==> config.mk <==
export PLATFORM = sky130hd
export DESIGN_NAME = delay_sched
export DESIGN_NICKNAME = d
export VERILOG_FILES = /design/src/rtl/delay_pkg.sv /design/src/rtl/delay_mix.sv /design/src/rtl/delay_sched.sv
export SDC_FILE = /design/constraint.sdc
export NUM_CORES = 1
export LEC_CHECK = 0
export ABC_AREA = 1
export CAP_MARGIN = 20
export CORE_MARGIN = 5
export CORE_UTILIZATION = 35
export DETAILED_ROUTE_END_ITERATION = 10
export GPL_TIMING_DRIVEN = 0
export PLACE_DENSITY_LB_ADDON = 0.08
export SLEW_MARGIN = 20
export SYNTH_ARGS = -nofsm -noshare
export SYNTH_HDL_FRONTEND = slang
export SYNTH_SLANG_ARGS = --single-unit
==> constraint.sdc <==
create_clock -name clk -period 1.75 [get_ports clk]
set_input_delay 0.35 -clock clk [delete_from_list [all_inputs] [get_ports clk]]
set_output_delay 0.35 -clock clk [all_outputs]
set_load 0.005 [all_outputs]
==> src/rtl/delay_pkg.sv <==
// delay_pkg: shared widths, scheduler state encoding and saturating add
// for the delay datapath. DATA_W, ADDR_W and FB_W set the widths of the
// whole block, so delay_sched and delay_mix take their widths from here.
package delay_pkg;

    localparam int unsigned DATA_W = 16;  // signed sample width
    localparam int unsigned ADDR_W = 16;  // SRAM word address; depth 2**ADDR_W
    localparam int unsigned FB_W   = 8;   // feedback gain fraction bits

    typedef enum logic [2:0] {
        IDLE,
        ADC,
        RD,
        WR,
        DAC
    } sched_state_t;

    // Signed a+b clamped to the DATA_W two's complement range.
    function automatic logic signed [DATA_W-1:0] sat_add(
        input logic signed [DATA_W-1:0] a,
        input logic signed [DATA_W-1:0] b
    );
        logic [DATA_W:0] s;
        s = {a[DATA_W-1], a} + {b[DATA_W-1], b};
        if (s[DATA_W] != s[DATA_W-1]) begin
            sat_add = s[DATA_W] ? {1'b1, {(DATA_W-1){1'b0}}}
                                : {1'b0, {(DATA_W-1){1'b1}}};
        end else begin
            sat_add = s[DATA_W-1:0];
        end
    endfunction

endpackage

==> src/rtl/delay_mix.sv <==
// delay_mix: combinational mix of the new sample x and the delayed sample d.
//   x, d  in  : new and delayed samples (signed)
//   fb    in  : unsigned feedback gain, gain = fb / 2**FB_W
//   y_c   out : DAC sample, (x + d) >>> 1
//   w_c   out : sample written back to the buffer
// Build option: FEEDBACK_EN adds d*gain into the written-back sample;
// without it w_c = x and fb is ignored.
module delay_mix
    import delay_pkg::*;
(
    input  logic [DATA_W-1:0] x,
    input  logic [DATA_W-1:0] d,
    input  logic [FB_W-1:0]   fb,
    output logic [DATA_W-1:0] y_c,
    output logic [DATA_W-1:0] w_c
);

    // Halved sum of two DATA_W values always fits back in DATA_W.
    logic [DATA_W:0] sum;
    assign sum = {x[DATA_W-1], x} + {d[DATA_W-1], d};
    assign y_c = DATA_W'(sum >> 1);

`ifdef FEEDBACK_EN
    localparam int unsigned PROD_W = DATA_W + FB_W + 1;

    // fb is zero-extended so the product stays signed; |d*fb| >> FB_W < |d|.
    logic signed [PROD_W-1:0] prod;
    logic signed [DATA_W-1:0] term;
    assign prod = PROD_W'($signed(d)) * PROD_W'($signed({1'b0, fb}));
    assign term = DATA_W'(prod >>> FB_W);
    assign w_c  = sat_add(x, term);
`else
    logic unused_fb;
    assign unused_fb = ^fb;
    assign w_c       = x;
`endif

endmodule

==> src/rtl/delay_sched.sv <==
// delay_sched: per-sample sequencer for the delay line.
// Each accepted step runs ADC conversion -> SRAM read of the delayed sample
// -> SRAM write of the new sample -> DAC output, and owns the write pointer.
//   clk, rst          : clock, synchronous active-high reset
//   step              : one-cycle sample tick (ignored while busy -> overrun)
//   delay_len, fb     : delay in samples and feedback gain, latched on step
//   adc_*             : conversion request / completion / data
//   ram_*             : level request held until ram_done, we/addr/wdata stable
//   dac_*             : one-cycle start with data / completion
//   busy, overrun     : not IDLE / sticky step-while-busy flag
// Build option: FEEDBACK_EN (inside delay_mix) enables feedback into the buffer.
module delay_sched
    import delay_pkg::*;
(
    input  logic              clk,
    input  logic              rst,
    input  logic              step,
    input  logic [ADDR_W-1:0] delay_len,
    input  logic [FB_W-1:0]   fb,
    output logic              adc_start,
    input  logic              adc_done,
    input  logic [DATA_W-1:0] adc_data,
    output logic              ram_req,
    output logic              ram_we,
    output logic [ADDR_W-1:0] ram_addr,
    output logic [DATA_W-1:0] ram_wdata,
    input  logic              ram_done,
    input  logic [DATA_W-1:0] ram_rdata,
    output logic              dac_start,
    output logic [DATA_W-1:0] dac_data,
    input  logic              dac_done,
    output logic              busy,
    output logic              overrun
);

    sched_state_t      state_q, state_d;
    logic              adc_start_q, adc_start_d;
    logic              ram_req_q, ram_req_d;
    logic              ram_we_q, ram_we_d;
    logic [ADDR_W-1:0] ram_addr_q, ram_addr_d;
    logic [DATA_W-1:0] ram_wdata_q, ram_wdata_d;
    logic              dac_start_q, dac_start_d;
    logic [DATA_W-1:0] dac_data_q, dac_data_d;
    logic              busy_q, busy_d;
    logic              overrun_q, overrun_d;
    logic [ADDR_W-1:0] wr_ptr_q, wr_ptr_d;
    logic [ADDR_W-1:0] delay_len_q, delay_len_d;
    logic [FB_W-1:0]   fb_q, fb_d;
    logic [DATA_W-1:0] x_q, x_d;
    logic [DATA_W-1:0] d_q, d_d;
    logic [DATA_W-1:0] y_c, w_c;

    delay_mix u_mix (
        .x   (x_q),
        .d   (d_q),
        .fb  (fb_q),
        .y_c (y_c),
        .w_c (w_c)
    );

    // State register.
    always_ff @(posedge clk) begin
        if (rst) state_q <= IDLE;
        else     state_q <= state_d;
    end

    // Next-state logic; SRAM completions only count while a request is up.
    always_comb begin
        state_d = state_q;
        unique case (state_q)
            IDLE:    if (step)                  state_d = ADC;
            ADC:     if (adc_done)              state_d = RD;
            RD:      if (ram_req_q && ram_done) state_d = WR;
            WR:      if (ram_req_q && ram_done) state_d = DAC;
            DAC:     if (dac_done)              state_d = IDLE;
            default:                            state_d = IDLE;
        endcase
    end

    // Output and datapath next values.
    always_comb begin
        adc_start_d = 1'b0;
        dac_start_d = 1'b0;
        ram_req_d   = ram_req_q;
        ram_we_d    = ram_we_q;
        ram_addr_d  = ram_addr_q;
        ram_wdata_d = ram_wdata_q;
        dac_data_d  = dac_data_q;
        wr_ptr_d    = wr_ptr_q;
        delay_len_d = delay_len_q;
        fb_d        = fb_q;
        x_d         = x_q;
        d_d         = d_q;
        busy_d      = (state_d != IDLE);
        overrun_d   = overrun_q | (step & (state_q != IDLE));

        unique case (state_q)
            IDLE: begin
                if (step) begin
                    delay_len_d = delay_len;
                    fb_d        = fb;
                    adc_start_d = 1'b1;
                end
            end
            ADC: begin
                // Read address wraps modulo the buffer depth; delay 0 reads
                // the oldest sample (full-buffer delay).
                if (adc_done) begin
                    x_d        = adc_data;
                    ram_req_d  = 1'b1;
                    ram_we_d   = 1'b0;
                    ram_addr_d = wr_ptr_q - delay_len_q;
                end
            end
            RD: begin
                if (ram_req_q && ram_done) begin
                    d_d       = ram_rdata;
                    ram_req_d = 1'b0;
                end
            end
            WR: begin
                // First WR cycle keeps ram_req low, giving the idle gap.
                if (ram_req_q && ram_done) begin
                    ram_req_d   = 1'b0;
                    wr_ptr_d    = wr_ptr_q + ADDR_W'(1);
                    dac_start_d = 1'b1;
                    dac_data_d  = y_c;
                end else if (!ram_req_q) begin
                    ram_req_d   = 1'b1;
                    ram_we_d    = 1'b1;
                    ram_addr_d  = wr_ptr_q;
                    ram_wdata_d = w_c;
                end
            end
            DAC: begin
            end
            default: begin
            end
        endcase
    end

    // Output and datapath registers.
    always_ff @(posedge clk) begin
        if (rst) begin
            adc_start_q <= 1'b0;
            ram_req_q   <= 1'b0;
            ram_we_q    <= 1'b0;
            ram_addr_q  <= '0;
            ram_wdata_q <= '0;
            dac_start_q <= 1'b0;
            dac_data_q  <= '0;
            busy_q      <= 1'b0;
            overrun_q   <= 1'b0;
            wr_ptr_q    <= '0;
            delay_len_q <= '0;
            fb_q        <= '0;
            x_q         <= '0;
            d_q         <= '0;
        end else begin
            adc_start_q <= adc_start_d;
            ram_req_q   <= ram_req_d;
            ram_we_q    <= ram_we_d;
            ram_addr_q  <= ram_addr_d;
            ram_wdata_q <= ram_wdata_d;
            dac_start_q <= dac_start_d;
            dac_data_q  <= dac_data_d;
            busy_q      <= busy_d;
            overrun_q   <= overrun_d;
            wr_ptr_q    <= wr_ptr_d;
            delay_len_q <= delay_len_d;
            fb_q        <= fb_d;
            x_q         <= x_d;
            d_q         <= d_d;
        end
    end

    assign adc_start = adc_start_q;
    assign ram_req   = ram_req_q;
    assign ram_we    = ram_we_q;
    assign ram_addr  = ram_addr_q;
    assign ram_wdata = ram_wdata_q;
    assign dac_start = dac_start_q;
    assign dac_data  = dac_data_q;
    assign busy      = busy_q;
    assign overrun   = overrun_q;

endmodule

* After elaboration in Yosys (flattened, before gate mapping)
Cells that the tools add are included.
Storage, ports and cells: register bits 121, input port bits 62, output and inout port bits 54, logic and storage cells 66
Operators by class: add/sub/neg operators 3, equal/unequal tests 8, mux-type cells 20, bitwise operators 6, reductions and logical operators 15
Operators with widths (number):
- 16-bit two-way mux | 3
- 16-bit one-hot mux with 2 select lines | 1
- 16-bit by 16-bit adder with 17-bit output | 1
- 16-bit by 1-bit adder with 16-bit output, second input constant | 1
- 16-bit subtractor | 1
- 3-bit two-way mux | 5
- 3-bit one-hot mux with 5 select lines | 1
- 3-bit nonzero test | 3
- 1-bit two-way mux | 8
- 2-bit != test, second input constant | 4
- 2-bit AND reduction | 4
- 3-bit by 2-bit == test with 1-bit output, second input constant | 2
- 3-bit AND reduction | 2
- 1-bit NOT | 4
- 4-bit AND reduction | 1
- 2-bit OR reduction | 2
- 3-bit by 1-bit == test with 1-bit output, second input constant | 1
- 3-bit == test, second input constant | 1
- 3-bit logical NOT | 1
- 1-bit one-hot mux with 3 select lines | 1
- 1-bit one-hot mux with 2 select lines | 1
- 2-bit nonzero test | 1
- 1-bit bitwise AND | 1
- 1-bit logical AND | 1
- 1-bit bitwise OR | 1

* Depth between registers and ports, before layout
Gate-level depths: netlist of the first run.
word-level depth 4, depth in mapped cells 13, mapped depth without buffers 13

* Modules after synthesis
A second synthesis of the first run with hierarchy kept.
Second synthesis, totals: cells, all modules 1038, area, all modules 6889.1 µm²
By module, submodules not included:
- delay_sched | times used 1, cells each 825, area an instance 5759.3 µm², seq. area each 2582.5 µm²
- delay_mix | times used 1, cells each 213, area an instance 1129.8 µm², seq. area each 0.0 µm²

* Least setup slack after synthesis of the first run
Ideal clock, no wire load.
path type flip-flop to flip-flop, from register wr_ptr_q[0], to register ram_addr_q[12] (netlist: ram_addr[12]), setup time 132 ps, data arrival time 1598 ps, data required time 1618 ps, setup slack 20 ps, stages on the path, launching flop included 12, path buffers 0, period minus slack after synthesis 1730 ps, cells stage by stage dfxtp_1 > inv_1 > ha_1 > fa_1 > inv_1 > nand3_1 > nand3_1 > nand3_1 > nand4_1 > nand3_1 > nand2_1 > a21oi_1
On the way: word-level cells in the longest chain between the ends 3
Ends and longest elaborated chain:
- from (decl) | RTL line delay_sched.sv:46 | logic [ADDR_W-1:0] wr_ptr_q, wr_ptr_d;
- from (signal assigned) | RTL line delay_sched.sv:169 | wr_ptr_q <= wr_ptr_d;
- 16-bit subtractor | RTL line delay_sched.sv:112 | ram_addr_d = wr_ptr_q - delay_len_q;
- 16-bit two-way mux | RTL line delay_sched.sv:108 | if (adc_done) begin
- 16-bit one-hot mux with 2 select lines | RTL line delay_sched.sv:97 | unique case (state_q)
- to (signal assigned) | RTL line delay_sched.sv:163 | ram_addr_q <= ram_addr_d;
- to (decl) | RTL line delay_sched.sv:40 | logic [ADDR_W-1:0] ram_addr_q, ram_addr_d;
No other way between the ends. The select of a mux whose other input is x is not followed. A chain may end at the register's enable or synchronous reset.

* Worst setup path after layout of the first run
Same ends and word-level chain as after synthesis.

==> metrics.txt, run 1 <==
status finished clean; worst clock skew 0.007966 ns; total gr overflow 0; critical path startpoint category register; number of synthesized register bits 121; pin count of the biggest net entering global routing 17; gpl congestion 0.8786; Syn. warnings 0; R2R depth 11; setup slack after layout 0.02103 ns; total CTS buffers 17; Rows 49; crit share post-route 0.9880; CP max stage cell dfxtp_2; largest cells by area after synthesis dfxtp_1 38%, nor2_1 10%, nand2_1 10%, o21ai_0 8.0%, inv_1 6.6%; Area after DPL 0.007794 mm2; Die Span Y 145.7 um; clock latency on the worst-skew pair 0.42 ns; leakage 4.013 nW; final instance area 0.009041 mm2; global-route wire length before repair 32310 um; Post-Syn Instances 955; hold_ws 0.2684 ns; DIE WIDTH 145.7 um; Post-DRT Antenna Nets 0; Avg Cell Area, Syn 6.750 um2; port buffer count 106; CP arrival 2.01 ns; mapped cell area 0.006446 mm2; most frequent cells in the layout 175 x nor2_1, 163 x nand2_1, 106 x clkdlybuf4s50_1, 104 x inv_1, 94 x dfxtp_1; R2R Setup Slk 0.02 ns; placed cells 1290; worst-path cell chain inv_4, ha_4, fa_2, inv_2, nand3_2, nand3_2, nand3_2, nand4_1, nand3_2, nand2_2, a21oi_2; DR vias/cell 4.854; # setup viols final 0; die area 0.02123 mm2; critical path endpoint category register; Pwr Density 835.9 mW/mm2; share of cells above drive strength 1 0.1713; CTS root buf clkbuf_16; Slew Limit Fails 0; # IOs 116; hold path cells 2; area growth from synthesis to layout 40.26%; Post-Syn Nets 1050; cts hold-fix bufs 0; Critical Path RT 2.03 ns; Slew HR 0.5944; Unique masters post-synth 36; Seq/Total Area, Yosys 0.3758; core box area 0.01802 mm2; Residual DRC 0; final hold vios 0; Max Fanout on Critical Path 4; Finished Layout Cells 1338; Placement Setup Slack -0.4826 ns; Slew @ Worst Pin 0.6084 ns; DR vias 6495; H-tree depth reported by CTS 4; Hold Path Class input port to register; post-synth top area cell dfxtp_1; Tot Pwr 7.557 mW; Main synth FF type dfxtp_1; max cap viols 0; total global routing track utilization 0.1884; crit-path most repeated cell nand3_2; initial antenna violation count 0; clk slew on worst S/H paths 0.06 ns; hpwl dp 15400 um; Initial Utilization 0.3576; clock period minus worst slack 1.729 ns; WL final 20620 um; asr flop ratio synth 0; critical path buffer and inverter count 2; final net count 1192; clk sinks 121; CTS max path bufs 2; 1st-iter DRT viols 301; most common cell after layout, fill and taps aside nor2_1; category of the critical setup timing path register to register; Fill cells 1849; critical path depth 11; first drt pass iteration count 5; vias in the first global route 6330; ant diodes 0; wire per inst 15.41 um; EDFF count, synth 0; peak supply drop 0.0009534 V; f_max 578.4 MHz; share of the synthesized area in the top cell type 0.3758; crit-path max cell delay 0.35 ns; RSZ-0062 raised after global routing yes; CTS tree done; cell family with most CP delay simple AND/OR/NAND/NOR gates
kinds of logic after synthesis:
logic type      Yosys count  synth area share
flops                   121            0.3758
buf+inv                 150           0.08987
compound gates          190            0.1528
xor+xnor                 15           0.02038
fa+ha+maj                33           0.06638
simple gates            446            0.2948
synthesized netlist by cell type, drive strengths merged, types with 3 or more instances:
cell type  count
o21ai        105
nand2        178
dfxtp        121
inv          118
a21oi         72
nand3         55
buf            9
nor3          17
xor2          12
clkbuf        23
xnor2          3
a211oi         3
o211ai         3
o21bai         4
ha            31
nand4          6
nor2         184
stage by stage:
step / setup TNS, ns / utilization
finish: 0 / 0.5016
global route: -0.2090 / 0.5016
CTS: -0.02455 / 0.4710
detailed placement: -26.20 / 0.4324
global placement: -25.84 / 0.4324
floorplan: 0 / -
power by group:
group / switching [mW] / internal, mW
registers: 0.0939 / 2.89
logic: 0.689 / 0.566
clock network: 1.37 / 1.95
path summary, 6_finish.rpt:
path                     from           end
setup reg to reg  wr_ptr_q[0]  ram_addr[12]
setup / recovery  wr_ptr_q[0]  ram_addr[12]
hold / removal            rst    state_q[2]
hold reg to reg   ram_addr[9]   ram_addr[9]
final cells by class:
cell class                 count  area, um2  share of cell area
multi-input combinational    684       3943              0.4361
sequential                   121       2464              0.2725
timing repair buffer         122       1181              0.1306
inverter                     118      455.4             0.05037
clock buffer                  17      425.4             0.04705
tap                          229      286.5             0.03169
buffer                        32      151.4             0.01675
clock inverter                14      127.6             0.01412
timing repair inverter         1      7.507           0.0008303
flip-flops by register name, indices dropped and copies added (netlist names), 3 cells and up:
name / cells
wr_ptr_q: 16
delay_len_q: 16
d_q: 16
ram_wdata: 16
x_q: 16
dac_data: 16
state_q: 3
ram_addr: 16
metal layers:
layer | global-route usage | part of all wire
met5 | 0 | 0
met4 | 0.05737 | 0.016
met3 | 0.04516 | 0.042
met2 | 0.3411 | 0.52
met1 | 0.2189 | 0.42
timing repair:
action	4_1_cts	5_1_grt
setup buffers	2	14
gates resized for setup	39	120
endpoints found under the setup margin	44	66
pin swaps	5	18
gates cloned	0	1
Power figures use the tool's default switching activity.
==> inputs of run 2 (changes only) <==
--- a/config.mk
+++ b/config.mk
@@ -7,6 +7,7 @@
 export LEC_CHECK = 0
 export ABC_AREA = 1
 export CAP_MARGIN = 20
+export CORE_ASPECT_RATIO = 1.2
 export CORE_MARGIN = 5
 export CORE_UTILIZATION = 35
 export DETAILED_ROUTE_END_ITERATION = 10
==> metrics.txt, run 2 (synthesized netlist as in run 1, its figures left out) <==
status finished clean (unchanged); final core utilization 0.5026 (was 0.5016); Hold Path Class input port to register (unchanged); # setup viols final 0 (unchanged); Reg area 0.002455 mm2 (was 0.002464 mm2); DR vias/cell 4.851 (was 4.854); Die Span Y 158.7 um (was 145.7 um); critical path endpoint category register (unchanged); clock period minus worst slack 1.732 ns (was 1.729 ns); Initial Utilization 0.3547 (was 0.3576); ant diodes 0 (unchanged); area growth from synthesis to layout 41.71% (was 40.26%); die area 0.02124 mm2 (was 0.02123 mm2); hold path startpoint rst (unchanged); total global routing track utilization 0.1997 (was 0.1884); final hold vios 0 (unchanged); port buffer count 106 (unchanged); Post-DRT Antenna Nets 0 (unchanged); clk sinks 121 (unchanged); Critical Path Start wr_ptr_q[0] (unchanged); wire per inst 15.98 um (was 15.41 um); Slew Limit Fails 0 (unchanged); H-tree depth reported by CTS 4 (unchanged); critical path startpoint category register (unchanged); multi-input logic area 0.003996 mm2 (was 0.003943 mm2); peak supply drop 0.0006151 V (was 0.0009534 V); CP arrival 2.00 ns (was 2.01 ns); final net count 1195 (was 1192); global-route wire length before repair 33320 um (was 32310 um); most common cell after layout, fill and taps aside nor2_1 (unchanged); vias in the first global route 6622 (was 6330); 1st-iter DRT viols 237 (was 301); worst clock skew 0.008738 ns (was 0.007966 ns); Placement Setup Slack -0.4316 ns (was -0.4826 ns); Area after DPL 0.007787 mm2 (was 0.007794 mm2); most frequent cells in the layout 174 x nor2_1, 156 x nand2_1, 106 x inv_1, 106 x clkdlybuf4s50_1, 103 x dfxtp_1 (was 175 x nor2_1, 163 x nand2_1, 106 x clkdlybuf4s50_1, 104 x inv_1, 94 x dfxtp_1); clk slew on worst S/H paths 0.06 ns (about the same); DIE WIDTH 133.9 um (was 145.7 um); Rows 54 (was 49); total gr overflow 0 (unchanged); placed cells 1285 (was 1290); total CTS buffers 17 (unchanged); DR vias 6481 (was 6495); first drt pass iteration count 5 (unchanged); CTS tree done (unchanged); leakage 4.043 nW (was 4.013 nW); Max Fanout on Critical Path 4 (unchanged); Fill cells 1872 (was 1849); f_max 577.3 MHz (was 578.4 MHz); category of the critical setup timing path register to register (unchanged); # IOs 116 (unchanged); hpwl dp 16000 um (was 15400 um); CTS max path bufs 2 (unchanged); share of cells above drive strength 1 0.1781 (was 0.1713); crit share post-route 0.9899 (was 0.9880); core box area 0.01817 mm2 (was 0.01802 mm2); Slew @ Worst Pin 0.7024 ns (was 0.6084 ns); gpl congestion 0.9063 (was 0.8786); Residual DRC 0 (unchanged); clock latency on the worst-skew pair 0.41 ns (was 0.42 ns); CTS root buf clkbuf_16 (unchanged); Critical Path RT 2.02 ns (was 2.03 ns); Slew HR 0.5318 (was 0.5944); RSZ-0062 raised after global routing yes (unchanged); max cap viols 0 (unchanged); initial antenna violation count 0 (unchanged); Reg2Reg Launch Point wr_ptr_q[0] (unchanged); Finished Layout Cells 1336 (was 1338); Pwr Density 851.8 mW/mm2 (was 835.9 mW/mm2); pin count of the biggest net entering global routing 17 (unchanged); final instance area 0.009135 mm2 (was 0.009041 mm2); setup slack after layout 0.01769 ns (was 0.02103 ns); WL final 21350 um (was 20620 um)
[run 2: path summary, 6_finish.rpt]
kind / cells after the start / end / slack, ns
setup / recovery: 11 / ram_addr[14] / 0.02
setup reg to reg: 11 / ram_addr[14] / 0.02
hold / removal: 2 / state_q[2] / 0.32
hold reg to reg: 2 / delay_len_q[14] / 0.46
[run 2: layout make-up]
type | instances | area share
clock buffer | 23 | 0.05451
clock inverter | 8 | 0.01014
buffer | 32 | 0.01644
tap | 224 | 0.03068
timing repair inverter | 1 | 0.0008218
timing repair buffer | 124 | 0.1314
sequential | 121 | 0.2687
multi-input combinational | 685 | 0.4375
inverter | 118 | 0.04986
[run 2: timing repair]
| action | CTS | global route |
|---|---|---|
| gates resized for setup | 58 | 106 |
| pin swaps | 8 | 26 |
| buffers inserted | 3 | 15 |
| endpoints found under the setup margin | 31 | 72 |
| hold buffers | 0 | 0 |
| cloned | 0 | 2 |
[run 2: power breakdown]
group / total (mW) / switching (mW) / leakage, nW / internal (mW)
registers: 2.97 / 0.0891 / 0.993 / 2.88
clock network: 3.53 / 1.26 / 0.295 / 2.26
logic: 1.28 / 0.711 / 2.76 / 0.570
[run 2: critical path, stage by stage (launching register included)]
cell,delay (ns)
dfxtp_2,0.35
inv_4,0.04
ha_4,0.15
fa_2,0.37
inv_2,0.08
nand2_2,0.07
nand3_4,0.10
nand2_1,0.08
nand3_1,0.09
nand3_1,0.10
nand2_1,0.09
a21oi_1,0.06
[run 2: per-stage QoR]
step | power, mW | TNS [ns] | hold WS (ns)
2_1_floorplan | 3.640 | 0 | 0.4331
4_1_cts | 7.731 | -0.005153 | 0.3134
3_3_place_gp | 4.110 | -22.90 | 0.4524
3_5_place_dp | 4.111 | -24.40 | 0.4570
5_1_grt | 8.118 | -0.2979 | 0.3280
6_report | 7.781 | 0 | 0.3151
[run 2: layer usage]
metal  GRT usage  vias up  part of all wire
met2      0.3843      106              0.54
li1            -     3364                 -
met5           0        -                 0
met1      0.2223     2982              0.42
met4     0.06712        0             0.018
met3     0.03382       29             0.028
